File: config.mk
export PLATFORM = sky130hd
export DESIGN_NAME = jtag_ir_dr_path
export DESIGN_NICKNAME = d
export VERILOG_FILES = /design/src/rtl/jtag_ir_dr_path.sv
export SDC_FILE = /design/constraint.sdc
export NUM_CORES = 1
export LEC_CHECK = 0
export BUFFER_PORTS_ARGS = -buffer_cell sky130_fd_sc_hd__buf_2
export CAP_MARGIN = 5
export CORE_AREA = 2 2 90 92
export DETAILED_ROUTE_END_ITERATION = 10
export DIE_AREA = 0 0 92 94
export GPL_ROUTABILITY_DRIVEN = 0
export PLACE_DENSITY_LB_ADDON = 0.05
export SYNTH_ARGS = -nofsm -noshare
export SYNTH_HDL_FRONTEND = slang
export SYNTH_SLANG_ARGS = --single-unit
File: constraint.sdc
create_clock -name TCK -period 2.14 [get_ports TCK]
set_clock_uncertainty 0.2 [all_clocks]
set_input_delay 0.321 -clock TCK [delete_from_list [all_inputs] [get_ports TCK]]
set_output_delay 0.321 -clock TCK [all_outputs]
set_load 0.02 [all_outputs]
File: src/rtl/jtag_ir_dr_path.sv
// JTAG instruction/data register datapath behind the TAP controller.
// It holds IR, BYPASS, IDCODE and USER registers, muxes TDO, and exposes USER to the core.
module jtag_ir_dr_path #(
  parameter int unsigned IR_WIDTH = 4,
  parameter int unsigned DR_WIDTH = 8,
  parameter logic [31:0] IDCODE_VALUE = 32'h1234_5071,
  parameter logic [IR_WIDTH-1:0] OP_IDCODE = IR_WIDTH'(4'b0001),
  parameter logic [IR_WIDTH-1:0] OP_USER = IR_WIDTH'(4'b0010),
  parameter logic [IR_WIDTH-1:0] OP_BYPASS = IR_WIDTH'(4'b1111)
) (
  input  logic                TCK,
  input  logic                reset,
  input  logic                TDI,
  input  logic                select,
  input  logic                enable,
  input  logic                capture_ir,
  input  logic                shift_ir,
  input  logic                update_ir,
  input  logic                capture_dr,
  input  logic                shift_dr,
  input  logic                update_dr,
  input  logic [DR_WIDTH-1:0] user_din,
  output logic [DR_WIDTH-1:0] user_dout,
  output logic                user_update,
  output logic [IR_WIDTH-1:0] instr,
  output logic                TDO,
  output logic                tdo_en
);

  logic [IR_WIDTH-1:0] ir_shift;
  logic                bypass_reg;
  logic [31:0]         id_shift;
  logic [DR_WIDTH-1:0] user_shift;
  logic                sel_id;
  logic                sel_user;

  // Anything that is neither IDCODE nor USER falls through to BYPASS.
  always_comb begin
    sel_id   = (instr == OP_IDCODE);
    sel_user = (instr == OP_USER) && (OP_USER != OP_BYPASS);
  end

  // Instruction register: shift stage and latched instruction.
  always_ff @(posedge TCK) begin
    if (reset) begin
      ir_shift <= '0;
      instr    <= OP_IDCODE;
    end else if (capture_ir) begin
      ir_shift <= IR_WIDTH'(2'b01);
    end else if (shift_ir) begin
      ir_shift <= {TDI, ir_shift[IR_WIDTH-1:1]};
    end else if (update_ir) begin
      instr <= ir_shift;
    end
  end

  // Data registers; only the register selected by the decoded instruction reacts.
  always_ff @(posedge TCK) begin
    if (reset) begin
      bypass_reg  <= 1'b0;
      id_shift    <= '0;
      user_shift  <= '0;
      user_dout   <= '0;
      user_update <= 1'b0;
    end else begin
      user_update <= 1'b0;
      if (capture_dr) begin
        if (sel_id)        id_shift   <= IDCODE_VALUE;
        else if (sel_user) user_shift <= user_din;
        else               bypass_reg <= 1'b0;
      end else if (shift_dr) begin
        if (sel_id)        id_shift   <= {TDI, id_shift[31:1]};
        else if (sel_user) user_shift <= {TDI, user_shift[DR_WIDTH-1:1]};
        else               bypass_reg <= TDI;
      end else if (update_dr && sel_user) begin
        user_dout   <= user_shift;
        user_update <= 1'b1;
      end
    end
  end

  // Serial output mux.
  always_comb begin
    TDO = bypass_reg;
    if (select)        TDO = ir_shift[0];
    else if (sel_id)   TDO = id_shift[0];
    else if (sel_user) TDO = user_shift[0];
  end

  assign tdo_en = enable;

endmodule

==> impl_metrics.env, run 1 <==
export IMPL_status="finished, violations left"
export IMPL_violations="negative setup slack"
export IMPL_drtAntennaViolNets=0
export IMPL_arrival_ns=1.62
export IMPL_antenna_found_initial=0
export IMPL_drt_iter0_drc=78
export IMPL_holdPathEnd="ir_shift[2]$_SDFFE_PP0P_"
export IMPL_io_pins=34
export IMPL_ys_async_sr_fraction_pct=0
export IMPL_grt_first_pass_wirelength_um=10300
export IMPL_powerDensity_mw_per_mm2=770
export IMPL_cts_sinks=58
export IMPL_ir_drop_mv=0.370
export IMPL_place_ws_ns=0.209
export IMPL_initial_utilization_pct=34.2
export IMPL_syn_inst=279
export IMPL_ys_ff_latch=58
export IMPL_fin_crit_sh_pct=100
export IMPL_cts_max_path_buffers=2
export IMPL_startpoint_type="flip-flop"
export IMPL_rr_worst_depth=4
export IMPL_die_h_um=94
export IMPL_worst_setup_path_end_kind="primary output"
export IMPL_final_cells=410
export IMPL_top_regs="id_shift (32), user_dout (8), user_shift (8)"
export IMPL_synth_most_common_cell="dfxtp_1"
export IMPL_drive_gt1_share_pct=27.3
export IMPL_root_buffer="clkbuf_8"
export IMPL_total_power_mw=2.38
export IMPL_grt_max_degree=33
export IMPL_synth_fa_ha_area_share_pct=0
export IMPL_worstPathRequired_ns=1.62
export IMPL_chipWidth_um=92
export IMPL_yosysUniqueCellTypes=36
export IMPL_synth_compound_area_share_pct=19.6
export IMPL_yosys_area_top_type="dfxtp_1"
export IMPL_wl_um=6370
export IMPL_yosysWarnings=0
export IMPL_dp_hpwl_um=3800
export IMPL_grt_ovfl_total=0
export IMPL_portBuffers=31
export IMPL_hold_viol_final=0
export IMPL_period_minus_slack_ns=2.14
export IMPL_p_leak_nw=1.11
export IMPL_ys_top_cells_by_area="dfxtp_1, a21oi_1, nand4b_1"
export IMPL_synth_top_family_by_area="simple AND/OR/NAND/NOR gates"
export IMPL_insertion_delay_ns=0.33
export IMPL_cts_htree_levels=3
export IMPL_worstHoldStart="capture_ir"
export IMPL_largest_reg_flops=32
export IMPL_core_area_mm2=0.00761
export IMPL_numCtsBuffers=9
export IMPL_setup_reg_to_reg_worst_slack_ns=0.22
export IMPL_grt_pass1_vias=1989
export IMPL_fmax_mhz=467
export IMPL_clk_pin_slew_ns=0.07
export IMPL_tritoncts="done"
export IMPL_ys_seq_area_share_pct=44.7
export IMPL_synth_common_cells="dfxtp_1, a21oi_1, o21ai_0, nand4b_1, clkbuf_1"
export IMPL_diodes=0
export IMPL_tns_ns=-0.00147
export IMPL_muxShareOfSynthArea_pct=5.00
export IMPL_hold_class="in -> reg"
export IMPL_drt_vias_per_instance=5.22
export IMPL_min_path_cells=2
export IMPL_synth_edf_count=0
export IMPL_drc=0
export IMPL_tightest_slew_ns=0.439
export IMPL_synth_top_area_share_pct=44.7
export IMPL_r2r_start="instr[2]$_SDFFE_PP0P_"
export IMPL_fin_ws_ns=-0.00147
export IMPL_placed_cells=391
export IMPL_hold_buffers=0
export IMPL_area_delta_synth_final_pct=18.6
export IMPL_dr_pass1_iters=4
export IMPL_maxCapViolCount=0
export IMPL_synthFlopType="dfxtp_1"
export IMPL_path_class="reg -> out"
export IMPL_fin_nets=322
export IMPL_maxSlewViolCount=0
export IMPL_rows=32
export IMPL_synthSimpleGateAreaFrac_pct=24.1
export IMPL_holdWs_ns=0.0349
export IMPL_grt_usage_pct=15.2
export IMPL_crit_fanout=5
export IMPL_setup_viol=1
export IMPL_largest_register="id_shift"
export IMPL_syn_num_nets=298
export IMPL_grt_setup_unrepaired="yes"
export IMPL_timing_rr_end="user_shift[1]$_SDFFE_PP0P_"
export IMPL_max_slew_margin_pct=70.6
export IMPL_netlist_area_mm2=0.00260
export IMPL_synth_xor_area_share_pct=0.337
export IMPL_wl_per_cell_um=15.5
export IMPL_syn_area_per_cell_um2=9.32
export IMPL_num_vias=2139
export IMPL_dieArea_mm2=0.00865
==> metrics by stage <==
step | instance area, um^2 | util, %
CTS | 3030 | 39.8
detailed placement | 2820 | 37.1
floorplan | 2600 | -
global placement | 2820 | 37.1
global route | 3080 | 40.5
finish | 3080 | 40.5
==> placed cells by master (no fill, tap or decap), types with 2 or more instances in the layout <==
cell type,n
dfxtp_1,54
a21oi_1,51
buf_2,30
o21ai_0,26
nand4b_1,20
nor3_1,15
buf_4,15
mux2i_1,13
clkbuf_8,11
a211oi_1,9
nand3_1,9
nor4_2,8
nor2b_1,5
nor2_1,5
o21ai_1,3
clkinv_2,3
dfxtp_4,3
a211o_1,2
nor4b_4,2
or4b_1,2
nor4_1,2
buf_6,2
==> report_power, final <==
group | total (mW) | switching (mW) | internal, mW
registers | 1.12 | 0.0187 | 1.11
logic | 0.211 | 0.127 | 0.0833
clock network | 1.04 | 0.446 | 0.595
==> critical path, cell delays in order, from the launching register on <==
cell	delay [ns]
dfxtp_4	0.36
buf_4	0.13
a211o_1	0.21
a221oi_1	0.31
a21oi_1	0.11
buf_4	0.17
==> final cells by class <==
| class | instances | area [um^2] |
|---|---|---|
| tap | 102 | 128 |
| clock inverter | 5 | 52.6 |
| multi-input combinational | 187 | 1290 |
| timing repair buffer | 47 | 285 |
| clock buffer | 11 | 151 |
| fill | 806 | 4520 |
| sequential | 58 | 1170 |
==> what timing repair did <==
item | CTS | global route
pin swaps | 0 | 4
setup endpoints to repair | 1 | 1
gates resized for setup | 2 | 10
setup buffers | 0 | 3
==> layer usage <==
layer	GRT usage, %	wire length [um]	up-vias
met5	0	0	-
met4	4.10	53	0
met3	5.86	254	4
met2	23.0	2850	36
met1	20.4	3210	1016
li1	-	-	1083
==> worst max path at each step <==
stage,startpoint,end,slack [ns],cells after the start
2_1_floorplan,instr[0]$_SDFFE_PP1P_,TDO,0.20,3
3_3_place_gp,instr[0]$_SDFFE_PP1P_,id_shift[18]$_SDFFE_PP0P_,0.22,4
3_5_place_dp,instr[0]$_SDFFE_PP1P_,id_shift[20]$_SDFFE_PP0P_,0.21,4
4_1_cts,instr[1]$_SDFFE_PP0P_,TDO,0.01,4
5_1_grt,instr[2]$_SDFFE_PP0P_,TDO,-0.07,5
6_report,instr[2]$_SDFFE_PP0P_,TDO,-0.001,5
==> logic make-up (layout without fill, tap and decap cells) <==
| kind of cell | after synthesis | in the layout |
|---|---|---|
| buffers and inverters | 34 | 63 |
| muxes | 13 | 13 |
| AOI/OAI and AO/OA | 94 | 94 |
| and+or+nand+nor | 79 | 79 |
| DFF | 58 | 58 |
| xor gates and xnor gates | 1 | 1 |
(Power assumes the default switching activity.)
==> run 2: changes to the inputs <==
--- a/config.mk
+++ b/config.mk
@@ -12,6 +12,7 @@
 export DIE_AREA = 0 0 92 94
 export GPL_ROUTABILITY_DRIVEN = 0
 export PLACE_DENSITY_LB_ADDON = 0.05
+export SLEW_MARGIN = 0
 export SYNTH_ARGS = -nofsm -noshare
 export SYNTH_HDL_FRONTEND = slang
 export SYNTH_SLANG_ARGS = --single-unit
==> constraint.sdc (replaced) <==
create_clock -name TCK -period 2.75 [get_ports TCK]
set_clock_uncertainty 0.2 [all_clocks]
set_input_delay 0.4125 -clock TCK [delete_from_list [all_inputs] [get_ports TCK]]
set_output_delay 0.4125 -clock TCK [all_outputs]
set_load 0.02 [all_outputs]
==> run 2 against run 1 <==
Effect of this change: the run now ends clean; sequential cell count is the same; non-clock buffer count is 9 lower; critical path type unchanged; highest routed layer unchanged; critical endpoint unchanged; count of clock-buffer cells in the layout did not move.
==> impl_metrics.env, run 2 (synthesized netlist as in run 1, its figures left out) <==
export IMPL_multi_input_area_mm2=0.00128
export IMPL_maxCapViolCount=0
export IMPL_clk_pin_slew_ns=0.07
export IMPL_grt_pass1_vias=2036
export IMPL_path_buf_inv=1
export IMPL_top_regs="id_shift (32), user_dout (8), user_shift (8)"
export IMPL_dr_pass1_iters=4
export IMPL_fill_cells=803
export IMPL_cts_max_path_buffers=2
export IMPL_worstSetupStartpoint="instr[1]$_SDFFE_PP0P_"
export IMPL_total_power_mw=1.73
export IMPL_portBuffers=31
export IMPL_wl_per_cell_um=15.7
export IMPL_drt_iter0_drc=61
export IMPL_final_common_cell="dfxtp_1"
export IMPL_grt_max_degree=33
export IMPL_drt_vias_per_instance=5.32
export IMPL_drive_gt1_share_pct=23.1
export IMPL_crit_chain="a211o_1 -> a221oi_1 -> a21oi_1 -> buf_2"
export IMPL_tritoncts="done"
export IMPL_fin_area_mm2=0.00295
export IMPL_fmax_mhz=441
export IMPL_hold_viol_final=0
export IMPL_chipWidth_um=92
export IMPL_dp_hpwl_um=3750
export IMPL_io_pins=34
export IMPL_critPathMaxStageDelay_ns=0.43
export IMPL_startpoint_type="flip-flop"
export IMPL_root_buffer="clkbuf_8"
export IMPL_powerDensity_mw_per_mm2=587
export IMPL_timing_critical_path_max_delay_family="compound AO/OA/AOI/OAI gates"
export IMPL_grt_first_pass_wirelength_um=10400
export IMPL_tightest_slew_ns=0.836
export IMPL_hold_buffers=0
export IMPL_arrival_ns=1.65
export IMPL_cts_htree_levels=3
export IMPL_wl_um=6310
export IMPL_drtAntennaViolNets=0
export IMPL_grt_usage_pct=15.4
export IMPL_p_leak_nw=1.04
export IMPL_worstHoldStart="capture_ir"
export IMPL_num_vias=2135
export IMPL_antenna_found_initial=0
export IMPL_fin_nets=313
export IMPL_largest_reg_flops=32
export IMPL_grt_setup_unrepaired="no"
export IMPL_largest_register="id_shift"
export IMPL_area_delta_synth_final_pct=13.3
export IMPL_cts_sinks=58
export IMPL_r2r_start="instr[1]$_SDFFE_PP0P_"
export IMPL_tns_ns=0
export IMPL_max_slew_margin_pct=44.2
export IMPL_drc=0
export IMPL_worstPathRequired_ns=2.14
export IMPL_ir_drop_mv=0.241
export IMPL_utilization_pct=38.7
export IMPL_hold_class="in -> reg"
export IMPL_period_minus_slack_ns=2.27
export IMPL_path_class="reg -> out"
export IMPL_ff_latch_area_mm2=0.00116
export IMPL_placed_cells=385
export IMPL_cts_setup_buffers=0
export IMPL_core_area_mm2=0.00761
export IMPL_status="complete, no violations"
export IMPL_fin_crit_sh_pct=82.4
export IMPL_crit_slowest_cell="dfxtp_1"
export IMPL_cts_resized=0
export IMPL_rows=32
export IMPL_insertion_delay_ns=0.34
export IMPL_final_cells=401
export IMPL_mostFrequentLayoutCells="dfxtp_1, a21oi_1, buf_2"
export IMPL_place_area_mm2=0.00277
export IMPL_maxSlewViolCount=0
export IMPL_numCtsBuffers=9
export IMPL_grt_ovfl_total=0
export IMPL_initial_utilization_pct=34.2
export IMPL_diodes=0
export IMPL_dieArea_mm2=0.00865
export IMPL_setup_viol=0
export IMPL_worst_setup_path_end_kind="primary output"
export IMPL_die_h_um=94
export IMPL_crit_fanout=10
## run 2: cell types whose count changed in the layout (fill, tap and decap cells not counted)
cell,previous run,this run
dfxtp_4,3,0
bufinv_16,1,0
buf_2,30,31
dfxtp_2,1,0
clkbuf_8,11,10
dfxtp_1,54,58
clkbuf_1,0,1
nor4bb_1,0,1
clkinvlp_4,1,2
buf_6,2,0
nor4bb_4,1,0
buf_4,15,7
## run 2: area by class of cell
type	count	area share, %
clock buffers	11	4.80
multi-input cells	187	43.4
clock inverters	5	1.02
repair buffers	38	7.05
flip-flops and latches	58	39.4
well taps	102	4.33
## run 2: path summary, 6_finish.rpt
| kind | endpoint | slack, ns | cells past startpoint |
|---|---|---|---|
| max | TDO | 0.48 | 4 |
| min | ir_shift[2]$_SDFFE_PP0P_ | 0.12 | 2 |
| max reg2reg | user_shift[4]$_SDFFE_PP0P_ | 0.71 | 3 |
| min reg2reg | user_dout[2]$_SDFFE_PP0P_ | 0.27 | 2 |
## run 2: power by group
| group | internal [mW] | switching (mW) | leakage, nW | total [mW] |
|---|---|---|---|---|
| Sequential | 0.863 | 0.0142 | 0.471 | 0.877 |
| Combinational | 0.0603 | 0.0991 | 0.483 | 0.159 |
| Clock | 0.346 | 0.346 | 0.0851 | 0.693 |
## run 2: metal layers
layer | global-route usage [%] | part of all wire, %
met1 | 20.4 | 50
met2 | 23.9 | 44
met3 | 3.85 | 4.0
met4 | 6.72 | 1.5
met5 | 0 | 0
## run 2: stage by stage
stage / hold WS [ns] / setup slack, ns
2_1_floorplan: 0.250 / 0.715
3_3_place_gp: 0.259 / 0.703
3_5_place_dp: 0.265 / 0.684
4_1_cts: 0.113 / 0.468
5_1_grt: 0.124 / 0.397
6_report: 0.123 / 0.483
## run 2: worst reg2reg max path, stage by stage (launching register included)
cell and delay, ns:
dfxtp_1 0.57, or4b_1 0.72, nor2_4 0.30, a211oi_1 0.11
==> run 3: changes to the inputs <==
==> constraint.sdc (replaced) <==
create_clock -name TCK -period 2.1 [get_ports TCK]
set_clock_uncertainty 0.2 [all_clocks]
set_input_delay 0.315 -clock TCK [delete_from_list [all_inputs] [get_ports TCK]]
set_output_delay 0.315 -clock TCK [all_outputs]
set_load 0.02 [all_outputs]
==> run 3 against run 2 <==
Effect of this change: routed wire length grew 1.8%; global-route usage is 0.25 points lower; critical path depth rose by 1; first-iteration DRC count increased by 67%; worst setup slack worse by 0.42 ns; clock power is 63% higher; non-clock buffer count grew 12; power grew 44%; sequential cell count stayed put.
==> impl_metrics.env, run 3 (synthesized netlist as in run 1, its figures left out) <==
export IMPL_wl_per_cell_um=15.6
export IMPL_period_minus_slack_ns=2.04
export IMPL_io_pins=34
export IMPL_grt_usage_pct=15.2
export IMPL_path_class="reg -> out"
export IMPL_place_area_mm2=0.00283
export IMPL_startpoint_type="flip-flop"
export IMPL_arrival_ns=1.53
export IMPL_drc=0
export IMPL_tritoncts="done"
export IMPL_antenna_found_initial=0
export IMPL_numCtsBuffers=9
export IMPL_combinationalPowerShare_pct=8.9
export IMPL_fin_crit_sh_pct=97.2
export IMPL_power_frac_seq_pct=45.9
export IMPL_p_leak_nw=1.13
export IMPL_cts_htree_levels=3
export IMPL_hold_class="in -> reg"
export IMPL_cts_sinks=58
export IMPL_largest_reg_flops=32
export IMPL_powerDensity_mw_per_mm2=803
export IMPL_mostFrequentLayoutCells="dfxtp_1, a21oi_1, buf_2"
export IMPL_drt_vias_per_instance=5.25
export IMPL_ir_drop_mv=0.430
export IMPL_status="complete, no violations"
export IMPL_worst_setup_path_end_kind="primary output"
export IMPL_max_slew_margin_pct=69.9
export IMPL_core_area_mm2=0.00761
export IMPL_grt_setup_unrepaired="yes"
export IMPL_hold_viol_final=0
export IMPL_drt_iter0_drc=102
export IMPL_worstPathRequired_ns=1.58
export IMPL_chipWidth_um=92
export IMPL_final_common_cell="dfxtp_1"
export IMPL_top_regs="id_shift (32), user_dout (8), user_shift (8)"
export IMPL_wl_um=6430
export IMPL_area_delta_synth_final_pct=19.5
export IMPL_grt_max_degree=33
export IMPL_largest_register="id_shift"
export IMPL_placed_cells=393
export IMPL_fmax_mhz=490
export IMPL_tightest_slew_ns=0.450
export IMPL_dr_pass1_iters=4
export IMPL_grt_pass1_vias=2050
export IMPL_internal_power_mw=1.88
export IMPL_grt_first_pass_wirelength_um=10400
export IMPL_die_h_um=94
export IMPL_dp_hpwl_um=3830
export IMPL_maxSlewViolCount=0
export IMPL_dieArea_mm2=0.00865
export IMPL_pwr_share_clk_pct=45.2
export IMPL_setup_viol=0
export IMPL_initial_utilization_pct=34.2
export IMPL_fin_area_mm2=0.00311
export IMPL_tns_ns=0
export IMPL_drtAntennaViolNets=0
export IMPL_clk_pin_slew_ns=0.07
export IMPL_final_cells=413
export IMPL_switching_share_pct=24.6
export IMPL_maxCapViolCount=0
export IMPL_switching_power_mw=0.614
export IMPL_holdWs_ns=0.0259
export IMPL_rows=32
export IMPL_fin_nets=325
export IMPL_diodes=0
export IMPL_grt_ovfl_total=0
export IMPL_drive_gt1_share_pct=27.7
export IMPL_cts_max_path_buffers=2
export IMPL_crit_fanout=8
export IMPL_root_buffer="clkbuf_8"
export IMPL_num_vias=2170
export IMPL_insertion_delay_ns=0.33
export IMPL_portBuffers=31
run 3: cell types whose count changed in the layout (fill, tap and decap cells not counted):
cell       before  now
dfxtp_1        58   55
buf_2          31   30
clkbuf_1        1    0
dfxtp_2         0    1
a221oi_1        1    0
dfxtp_4         0    2
a221oi_2        0    1
buf_6           0    2
bufinv_16       0    2
buf_4           7   18
clkbuf_8       10    9
clkinv_4        0    1
clkinv_2        3    2
run 3: cell type report:
class / count / area (um^2)
flip-flops and latches: 58 / 1170
repair buffers: 50 / 308
multi-input cells: 187 / 1280
well taps: 102 / 128
fillers: 789 / 4500
clock inverters: 7 / 93.8
clock buffers: 9 / 124
run 3: path summary, 6_finish.rpt:
path / slack, ns / depth (start not counted) / from / to
max: 0.06 / 5 / instr[2]$_SDFFE_PP0P_ / TDO
min: 0.03 / 2 / capture_ir / ir_shift[2]$_SDFFE_PP0P_
max reg2reg: 0.22 / 6 / instr[2]$_SDFFE_PP0P_ / id_shift[12]$_SDFFE_PP0P_
min reg2reg: 0.28 / 2 / user_dout[4]$_SDFFE_PP0P_ / user_dout[4]$_SDFFE_PP0P_
run 3: stage by stage:
step                power (mW)  utilization [%]  setup slack (ns)
finish                    2.49             40.8            0.0591
global route              2.60             40.8           -0.0120
CTS                       2.53             40.4            0.0122
detailed placement        1.39             37.3             0.242
global placement          1.39             37.3             0.253
floorplan                 1.33                -             0.163
run 3: power groups by stage:
stage,Sequential [mW],Clock [mW],Combinational [mW]
floorplan,1.17,0,0.159
global placement,1.17,0,0.219
global route,1.15,1.21,0.244
detailed placement,1.17,0,0.218
finish,1.15,1.13,0.221
CTS,1.15,1.16,0.222
run 3: what timing repair did:
action	4_1_cts	5_1_grt
pin swaps	1	3
setup buffers	1	3
endpoints found under the setup margin	1	1
gates resized for setup	5	4
hold buffers	0	0
run 3: critical path, stage by stage (launching register included):
cell and delay, ns:
dfxtp_4 0.37, buf_6 0.12, nor4b_4 0.31, a221oi_2 0.10, a21oi_1 0.13, buf_4 0.16
run 3: layer usage:
layer  vias up  share of wire (%)  wire length [um]  track usage, %
met2        30                 43              2790            23.0
met1      1042                 52              3360            21.0
met5         -                  0                 0               0
met3         8                3.0               191            3.13
met4         0                1.4                87            6.34
li1       1090                  -                 -               -
